File: config.mk
export PLATFORM = sky130hd
export DESIGN_NAME = seq_det_param
export DESIGN_NICKNAME = d
export VERILOG_FILES = /design/src/rtl/seq_det_param.sv
export SDC_FILE = /design/constraint.sdc
export NUM_CORES = 1
export LEC_CHECK = 0
export CAP_MARGIN = 20
export CORE_UTILIZATION = 54
export CTS_CLUSTER_DIAMETER = 60
export CTS_CLUSTER_SIZE = 12
export DETAILED_ROUTE_END_ITERATION = 12
export GPL_TIMING_DRIVEN = 1
export PLACE_DENSITY = 0.82
export SLEW_MARGIN = 20
export SYNTH_ARGS = -nofsm -noshare
export SYNTH_HDL_FRONTEND = slang
export SYNTH_SLANG_ARGS = --single-unit
File: constraint.sdc
create_clock -name clk_i -period 4.7 [get_ports clk_i]
set_input_delay 0.94 -clock clk_i [delete_from_list [all_inputs] [get_ports clk_i]]
set_output_delay 0.94 -clock clk_i [all_outputs]
set_load 0.02 [all_outputs]
File: src/rtl/seq_det_param.sv
// Parametrised serial sequence detector. It takes valid-qualified bits, supports overlapping
// or non-overlapping matches, and keeps a saturating count of matches since the last start.
module seq_det_param #(
  parameter int PATTERN_W = 4,
  parameter int OVERLAP   = 1,
  parameter int COUNT_W   = 8
) (
  input  logic                 clk_i,
  input  logic                 rstn_i,
  input  logic                 start_i,
  input  logic                 stop_i,
  input  logic [PATTERN_W-1:0] pattern_i,
  input  logic                 valid_i,
  input  logic                 serial_i,
  output logic                 busy_o,
  output logic                 detected_o,
  output logic [COUNT_W-1:0]   match_cnt_o
);

  localparam int BC_W = $clog2(PATTERN_W + 1);
  localparam logic [BC_W-1:0]    BC_FULL = BC_W'(PATTERN_W);
  localparam logic [COUNT_W-1:0] CNT_MAX = '1;

  typedef enum logic {IDLE, RUN} state_t;

  state_t               state, state_n;
  logic [PATTERN_W-1:0] sr, sr_n, sr_shift;
  logic [PATTERN_W-1:0] pat, pat_n;
  logic [BC_W-1:0]      bc, bc_n, bc_inc;
  logic                 det_n;
  logic [COUNT_W-1:0]   cnt_n;

  always_ff @(posedge clk_i or negedge rstn_i) begin
    if (!rstn_i) begin
      state       <= IDLE;
      sr          <= '0;
      pat         <= '0;
      bc          <= '0;
      detected_o  <= 1'b0;
      match_cnt_o <= '0;
    end else begin
      state       <= state_n;
      sr          <= sr_n;
      pat         <= pat_n;
      bc          <= bc_n;
      detected_o  <= det_n;
      match_cnt_o <= cnt_n;
    end
  end

  assign sr_shift = {sr[PATTERN_W-2:0], serial_i};
  assign bc_inc   = (bc == BC_FULL) ? bc : bc + BC_W'(1);

  // A match is judged on the post-shift history, so the pulse lands right after the last bit.
  always_comb begin
    state_n = state;
    sr_n    = sr;
    pat_n   = pat;
    bc_n    = bc;
    det_n   = 1'b0;
    cnt_n   = match_cnt_o;
    if (start_i) begin
      state_n = RUN;
      pat_n   = pattern_i;
      sr_n    = '0;
      bc_n    = '0;
      cnt_n   = '0;
    end else if (state == RUN) begin
      if (stop_i) begin
        state_n = IDLE;
      end else if (valid_i) begin
        sr_n = sr_shift;
        bc_n = bc_inc;
        if (bc_inc == BC_FULL && sr_shift == pat) begin
          det_n = 1'b1;
          if (match_cnt_o != CNT_MAX) cnt_n = match_cnt_o + COUNT_W'(1);
          if (OVERLAP == 0) bc_n = '0;
        end
      end
    end
  end

  assign busy_o = (state == RUN);

endmodule

# [Word-level counts from Yosys, hierarchy flattened]
# Index checks and enable logic that the tools add are counted.
[totals] register_bits=20 inputBits=10 out_inout_bits=10 word_cells=43
[op_classes] n_addsub=2 n_eq_ne=5 muxes=23 reduce_logical=7
[op_table] op="8-bit 2-to-1 mux" n=6
[op_table] op="3-bit 2-to-1 mux" n=9
[op_table] op="8-bit by 1-bit adder with 8-bit output, second input constant" n=1
[op_table] op="1-bit 2-to-1 mux" n=8
[op_table] op="8-bit inequality test, second input constant" n=1
[op_table] op="2-bit nonzero test" n=4
[op_table] op="3-bit equality test, second input constant" n=2
[op_table] op="5-bit AND reduction" n=1
[op_table] op="4-bit equality test" n=1
[op_table] op="3-bit by 1-bit adder with 3-bit output, second input constant" n=1
[op_table] op="3-bit AND reduction" n=1
[op_table] op="2-bit inequality test, second input constant" n=1
[op_table] op="1-bit logical AND" n=1

# [Logic depth before layout (Yosys ltp)]
# Gate-level depths: netlist of run 1.
[logic_depth] depth_word=9 mapped_depth=8 depth_no_buf=7

# [Worst setup path before layout of run 1]
# OpenSTA, ideal clock, no wires.
[synth_path] path_kind="input -> register" from="in serial_i" to="reg match_cnt_o[5]" setup_time_ns=0.128 t_arrival_ns=2.263 required_ns=4.572 setup_slack_ns=2.310 stages=6 path_buffers=1 path_cell_list="xor2_1 > a2111oi_2 > nand3_2 > buf_6 > nor4_2 > mux2_1"
[synth_via] elab_chain_len=4
[synth_lines] element="from (decl)" line_no="14" source="input logic serial_i,"
[synth_lines] element="4-bit equality test" line_no="74" source="if (bc_inc == BC_FULL && sr_shift == pat) begin"
[synth_lines] element="1-bit logical AND" line_no="74"
[synth_lines] element="2-bit nonzero test (no source line)"
[synth_lines] element="5-bit AND reduction (no source line)"
[synth_lines] element="to (signal assigned)" line_no="47" source="match_cnt_o <= cnt_n;"
[synth_lines] element="to (decl)" line_no="17" source="output logic [COUNT_W-1:0] match_cnt_o"
# Every way passes these cells.
# A chain may end at the register's enable or synchronous reset.

# [Worst setup path after layout of run 1]
[layout_path] from="in stop_i" to="reg match_cnt_o[4]"
[layout_via] elab_chain_len=2
[layout_lines] element="from (decl)" line_no="11" source="input logic stop_i,"
[layout_lines] element="2-bit inequality test (no source line)"
[layout_lines] element="5-bit AND reduction (no source line)"
# Every way passes these cells.

==> results of run 1 <==
power breakdown:
group | internal (µW) | switching, µW
Combinational | 18.4 | 17.3
Sequential | 177 | 4.48
Clock | 47.2 | 54.4
cell usage in the layout (no fill, tap or decap), types with 2 or more instances in the layout:
cell type,n
dfrtp_1,20
clkdlybuf4s50_1,19
nand2_1,12
a21oi_1,9
nor2_1,6
inv_1,5
mux2_2,5
nand2b_1,4
xor2_1,4
nor3_1,4
nand3_1,4
o31ai_1,3
or4_1,3
ha_1,3
clkbuf_4,3
and3_1,2
nor4b_1,2
nor2b_1,2
final cells by class:
cell class | instances | area share [%]
tap | 25 | 2.385
sequential | 20 | 38.17
timing repair buffer | 19 | 14.50
inverter | 5 | 1.431
clock buffer | 4 | 2.767
multi-input combinational | 77 | 40.74
metrics by stage:
step | total power, µW | instance area [µm²] | worst slack, ns | std cells | util, %
final | 319.1 | 1311 | 2.002 | 150 | 72.78
after global routing | 332.9 | 1311 | 1.887 | 150 | 72.78
after CTS | 321.3 | 1311 | 2.037 | 150 | 72.78
after detailed placement | 221.3 | 1275 | 1.712 | 146 | 70.76
after global placement | 219.9 | 1275 | 1.778 | 146 | 70.76
after floorplan | 204.9 | 1076 | 2.310 | 106 | -
state kept, by name, summed over array words and instances (netlist names):
signal	flops
match_cnt_o	8
pat	4
bc	3
sr	3
busy_o	1
detected_o	1
worst max path at each step:
stage,startpoint,to,cells after the start
6_report,stop_i,match_cnt_o[4],6
5_1_grt,stop_i,match_cnt_o[5],6
3_5_place_dp,serial_i,match_cnt_o[5],6
2_1_floorplan,serial_i,match_cnt_o[5],6
4_1_cts,stop_i,match_cnt_o[4],6
3_3_place_gp,serial_i,match_cnt_o[5],6
cells by family (layout without fill, tap and decap cells):
group	after synthesis	in the layout	synth area share [%]
flip-flops	20	20	46.51
AND/OR/NAND/NOR	45	45	23.72
adder cells (fa/ha/maj)	3	3	3.489
AO/OA/AOI/OAI	17	17	11.16
buffers and inverters	9	28	3.837
XOR/XNOR	5	5	4.070
multiplexers	7	7	7.209
worst max-delay path: stages:
cell and delay (ns):
clkdlybuf4s50_1 0.42, nand3b_1 0.23, nor3_1 0.30, nand3_2 0.29, or4_1 0.56, a21oi_1 0.17
metal layers:
| metal | up-vias | global-route usage (%) | wire length [µm] |
|---|---|---|---|
| li1 | 412 | - | - |
| met1 | 413 | 31.86 | 932 |
| met2 | 33 | 33.89 | 988 |
| met3 | 4 | 4.314 | 119 |
| met4 | 0 | 6.857 | 29 |
| met5 | - | 0 | 0 |
==> summary.md, run 1 <==
| Metric | Value |
|---|---|
| Outcome | `completed` |
| Mapped Nets | `approximately 120` |
| Post-synth EDFFs | `0` |
| Number of synthesized register bits | `20` |
| Drt drc | `0` |
| Buffers on Ports | `19` |
| R2R setup slack | `roughly 2.2 ns` |
| Layout cells sized above 1 | `between 10% and 20%` |
| CTS max path bufs | `2` |
| Yosys top cell by area | `dfrtp_1` |
| End point of the worst hold path | `busy_o` |
| Reg area | `500.5 µm²` |
| Hold buffers post-CTS | `0` |
| Area contributors post-synth | `dfrtp_1 (47%), mux2_2 (5.2%), a21oi_1 (4.2%)` |
| Avg Cell Area, Syn | `around 10 µm²` |
| Hold_sp | `busy_o` |
| Die area | `between 2000 and 2500 µm²` |
| Total Routing Usage GR | `around 22%` |
| Routed wire length | `2069 µm` |
| Die height | `around 47 µm` |
| Max Slew Vio Count | `0` |
| Critical Path RT | `between 4 and 5 ns` |
| Crit end category | `flip-flop` |
| Netlist Area Pre-Place | `around 1100 µm²` |
| Initial DRC Count | `23` |
| Synth Flop Type | `dfrtp_1` |
| Hold_ws | `~0.54 ns` |
| Wirelength per Cell | `13.79 µm` |
| Initial antenna violation count | `0` |
| Final setup viols | `0` |
| Detail Route Antenna Nets | `0` |
| Max_slew headroom | `40.17%` |
| Hpwl dp | `approximately 1400 µm` |
| Synth Instances | `~110` |
| Clock Latency Late Sink | `0.30 ns` |
| Vias in the first global route | `approximately 760` |
| Critical Path AT | `around 2.9 ns` |
| LEAKAGE | `approximately 0.00053 µW` |
| Via count | `862` |
| Multi-input gate area | `534.3 µm²` |
| Period utilisation layout | `between 50% and 60%` |
| Vias per cell | `5.747` |
| Largest net degree at the start of global routing | `24` |
| Clk_skew | `between 0.002 and 0.003 ns` |
| Peak supply drop | `roughly 0.22 mV` |
| Max cap viols | `0` |
| Post-synth top area share | `between 40% and 50%` |
| Final hold violation count | `0` |
| Worst Hold Path Cells | `1` |
| Final-layout fill cell count | `around 150` |
| First-pass GRT wire length | `roughly 3400 µm` |
| FP Rows | `15` |
| HP Class | `flip-flop to flip-flop` |
| Num CTS Buffers | `3` |
| Top-count cell post-synth | `dfrtp_1` |
| IO Pins | `20` |
| Kind of critical path | `input port to flip-flop` |
| Part of the Yosys area used for sequential elements | `46.51%` |
| RSZ-0062 raised after global routing | `no` |
| P per Cell Area | `between 200 and 250 nW/µm²` |
| Synthesis-to-layout area growth | `21.86%` |
| Chip width | `between 40 and 50 µm` |
| Crit path launch type | `input port` |
| Peak Freq | `roughly 370 MHz` |
| Number of diodes | `0` |
| Yosys warns | `0` |
| R2r startpoint | `bc[0]` |
| # H-tree levels | `1` |
| Root cell of the clock tree | `clkbuf_4` |
| CTS tree | `built` |
| Post-synth ARST share | `between 90% and 100%` |
| Post-CTS Setup Bufs | `0` |
| Worst Max-Slew Pin Slew | `between 0.8 and 0.9 ns` |
| Clock Sinks | `20` |
| Final #Nets | `approximately 140` |
| Post-CTS sizing | `0` |
| Reg2reg path depth | `7` |
| Clk slew on worst S/H paths | `about 0.12 ns` |
| R2r endpoint | `match_cnt_o[4]` |
| Final TNS setup | `0 ns` |
| Final Wtd Congestion | `~0.81` |
| Pre-antenna DRT Iters | `4` |
| Initial core utilization | `between 50% and 60%` |
| Grt total ovfl | `0` |
| Core ar. | `about 1800 µm²` |
| Critical Path Fanout Max | `13` |
| Netlist cell types | `33` |
| Tmin final | `between 2 and 3 ns` |
| Post-synth top cells | `dfrtp_1 (20), nand2_1 (12), a21oi_1 (9), nor2_1 (6)` |
Note: power is estimated with default switching activity, not from simulation.
==> run 2: changes to the inputs <==
--- a/config.mk
+++ b/config.mk
@@ -6,12 +6,12 @@
 export NUM_CORES = 1
 export LEC_CHECK = 0
 export CAP_MARGIN = 20
-export CORE_UTILIZATION = 54
+export CORE_UTILIZATION = 45
 export CTS_CLUSTER_DIAMETER = 60
 export CTS_CLUSTER_SIZE = 12
 export DETAILED_ROUTE_END_ITERATION = 12
 export GPL_TIMING_DRIVEN = 1
-export PLACE_DENSITY = 0.82
+export PLACE_DENSITY = 0.73
 export SLEW_MARGIN = 20
 export SYNTH_ARGS = -nofsm -noshare
 export SYNTH_HDL_FRONTEND = slang
==> constraint.sdc (replaced) <==
create_clock -name clk_i -period 2.35 [get_ports clk_i]
set_input_delay 0.47 -clock clk_i [delete_from_list [all_inputs] [get_ports clk_i]]
set_output_delay 0.47 -clock clk_i [all_outputs]
set_load 0.02 [all_outputs]
==> run 2 against run 1 <==
- clock skew grew 0.0031 ns
- register-to-register slack lost 2.2 ns
- combinational power grew 140%
- largest cell class unchanged
- power grew 100%
- via count grew 3.0%
- largest power group unchanged
==> summary.md, run 2 (synthesis results as in run 1) <==
| Metric | Value |
|---|---|
| Outcome | `completed` |
| Met2 Track Usage GR | `around 34%` |
| Kind of critical path | `flip-flop to flip-flop` |
| Max Slew Vio Count | `0` |
| Die area | `between 2000 and 3000 µm²` |
| Worst Max-Slew Pin Slew | `~0.95 ns` |
| First-pass GRT wire length | `approximately 3600 µm` |
| CTS tree | `built` |
| Pre-antenna DRT Iters | `7` |
| Final TNS setup | `0 ns` |
| Layout cells sized above 1 | `just over 20%` |
| Int Pwr | `between 400 and 500 µW` |
| Largest net degree at the start of global routing | `21` |
| Crit-path cells | `inv_2, ha_2, or3b_1, a31oi_4, nand3_4, or4_4, a21oi_2` |
| Vias in the first global route | `roughly 880` |
| Final #Nets | `between 100 and 150` |
| Crit end category | `flip-flop` |
| Max cap viols | `0` |
| Sw frac | `23.86%` |
| Wirelength per Cell | `about 13 µm` |
| Crit path launch type | `flip-flop` |
| Via count | `~900` |
| Final-layout fill cell count | `194` |
| Grt total ovfl | `0` |
| Fin cells | `161` |
| Max_slew headroom | `approximately 36%` |
| Pwr Total | `~650 µW` |
| GRT busiest layer | `met2` |
| Worst path top cell family by delay | `simple AND/OR/NAND/NOR gates` |
| Critical-path top delay cell | `or4_4` |
| LEAKAGE | `between 0.0005 and 0.0006 µW` |
| Core ar. | `between 2000 and 2500 µm²` |
| Detail Route Antenna Nets | `0` |
| Comb power frac | `approximately 13%` |
| Vias per cell | `about 5.5` |
| CP max stage delay | `around 0.55 ns` |
| Period utilisation layout | `96.47%` |
| IO Pins | `20` |
| CTS max path bufs | `2` |
| Number of diodes | `0` |
| Hold buffers post-CTS | `0` |
| Final setup viols | `0` |
| Clk_skew | `just under 0.006 ns` |
| P per Cell Area | `about 460 nW/µm²` |
| Root cell of the clock tree | `clkbuf_4` |
| Sw Pwr | `approximately 160 µW` |
| Clock network power share | `just over 30%` |
| Initial core utilization | `between 40% and 50%` |
| Critical Path AT | `about 2.5 ns` |
| Clock Latency Late Sink | `~0.30 ns` |
| RSZ-0062 raised after global routing | `no` |
| FP Rows | `17` |
| Cells after DPL | `approximately 160` |
| HP Class | `input port to asynchronous set/reset pin` |
| Critical Path RT | `around 2.6 ns` |
| Most frequent cells in the layout | `dfrtp_1 (19), clkdlybuf4s50_1 (19), nand2_1 (12)` |
| Total Routing Usage GR | `roughly a fifth` |
| Global-route met3 utilization | `2.679%` |
| Multi-input gate area | `a little under 600 µm²` |
| Initial antenna violation count | `0` |
| Biggest regs | `match_cnt_o x8, pat x4` |
| Num CTS Buffers | `3` |
| Sequential power share | `a little under three fifths` |
| Routed wire length | `between 2000 and 2500 µm` |
| Hpwl dp | `1582 µm` |
| Critical Path Fanout Max | `8` |
| Initial DRC Count | `18` |
| # H-tree levels | `1` |
| Drt drc | `0` |
| Largest reg by FF count | `match_cnt_o` |
| Crit path buffers/inverters | `1` |
| Final hold violation count | `0` |
| GRT met1 Usage | `roughly 22%` |
| Die height | `between 50 and 60 µm` |
| Max reg flops | `8` |
| Tmin final | `around 2.3 ns` |
| Clk slew on worst S/H paths | `roughly 0.11 ns` |
| Buffers on Ports | `19` |
| Final Wtd Congestion | `0.7734` |
| Chip width | `around 50 µm` |
| Peak supply drop | `around 0.43 mV` |
| Peak Freq | `about 440 MHz` |
| Clock Sinks | `20` |
| Synthesis-to-layout area growth | `32.33%` |
| Reg area | `between 500 and 600 µm²` |
## run 2: cell type report
type	count	area share [%]
repair buffers	27	17.57
flip-flops and latches	20	35.24
clock buffers	4	2.548
multi-input cells	77	40.86
well taps	28	2.460
inverters	5	1.318
## run 2: per-layer routing
layer | vias to the layer above | wire, µm
met1 | 433 | 975
met2 | 22 | 1080
met5 | - | 0
met3 | 4 | 73
li1 | 429 | -
met4 | 0 | 16
## run 2: timing repair
action,CTS,global route
endpoints found under the setup margin,1,5
setup buffers,0,1
pin swaps,0,2
gates resized for setup,3,6
## run 2: power groups by stage
stage	Clock [µW]	Sequential, µW	Combinational [µW]
after floorplan	0	370	39.7
after global placement	0	370	74.6
after detailed placement	0	370	76.3
after CTS	206	363	82.9
after global routing	217	366	95.5
final	200	364	86.9
## run 2: stage by stage
step           util (%)  cell area, µm²  hold slack [ns]  setup WS, ns
2_1_floorplan         -            1076           0.1744        0.1531
3_3_place_gp      59.61            1331           0.4994      -0.03042
3_5_place_dp      59.61            1331           0.5095       -0.1312
4_1_cts           62.52            1396           0.4930       0.01010
5_1_grt           63.75            1424           0.5239      0.007498
6_report          63.75            1424           0.4875       0.08287
## run 2: path summary, 6_finish.rpt
| kind | from | endpoint | slack [ns] | cells after the start |
|---|---|---|---|---|
| setup reg to reg | bc[0] | match_cnt_o[3] | 0.08 | 7 |
| hold reg to reg | busy_o | busy_o | 0.53 | 1 |
| setup / recovery | bc[0] | match_cnt_o[3] | 0.08 | 7 |
| max in group asynchronous | rstn_i | bc[0] | 1.64 | 2 |
| min in group clk_i | busy_o | busy_o | 0.53 | 1 |
| hold / removal | rstn_i | match_cnt_o[0] | 0.49 | 2 |
## run 2: worst reg2reg max path: cells and delay by family, from the launching register on
kind | cells | cell delay (ns)
DFF | 1 | 0.43
AOI/OAI and AO/OA | 2 | 0.38
and+or+nand+nor | 3 | 1.12
buffers and inverters | 1 | 0.06
adders and majority gates | 1 | 0.21
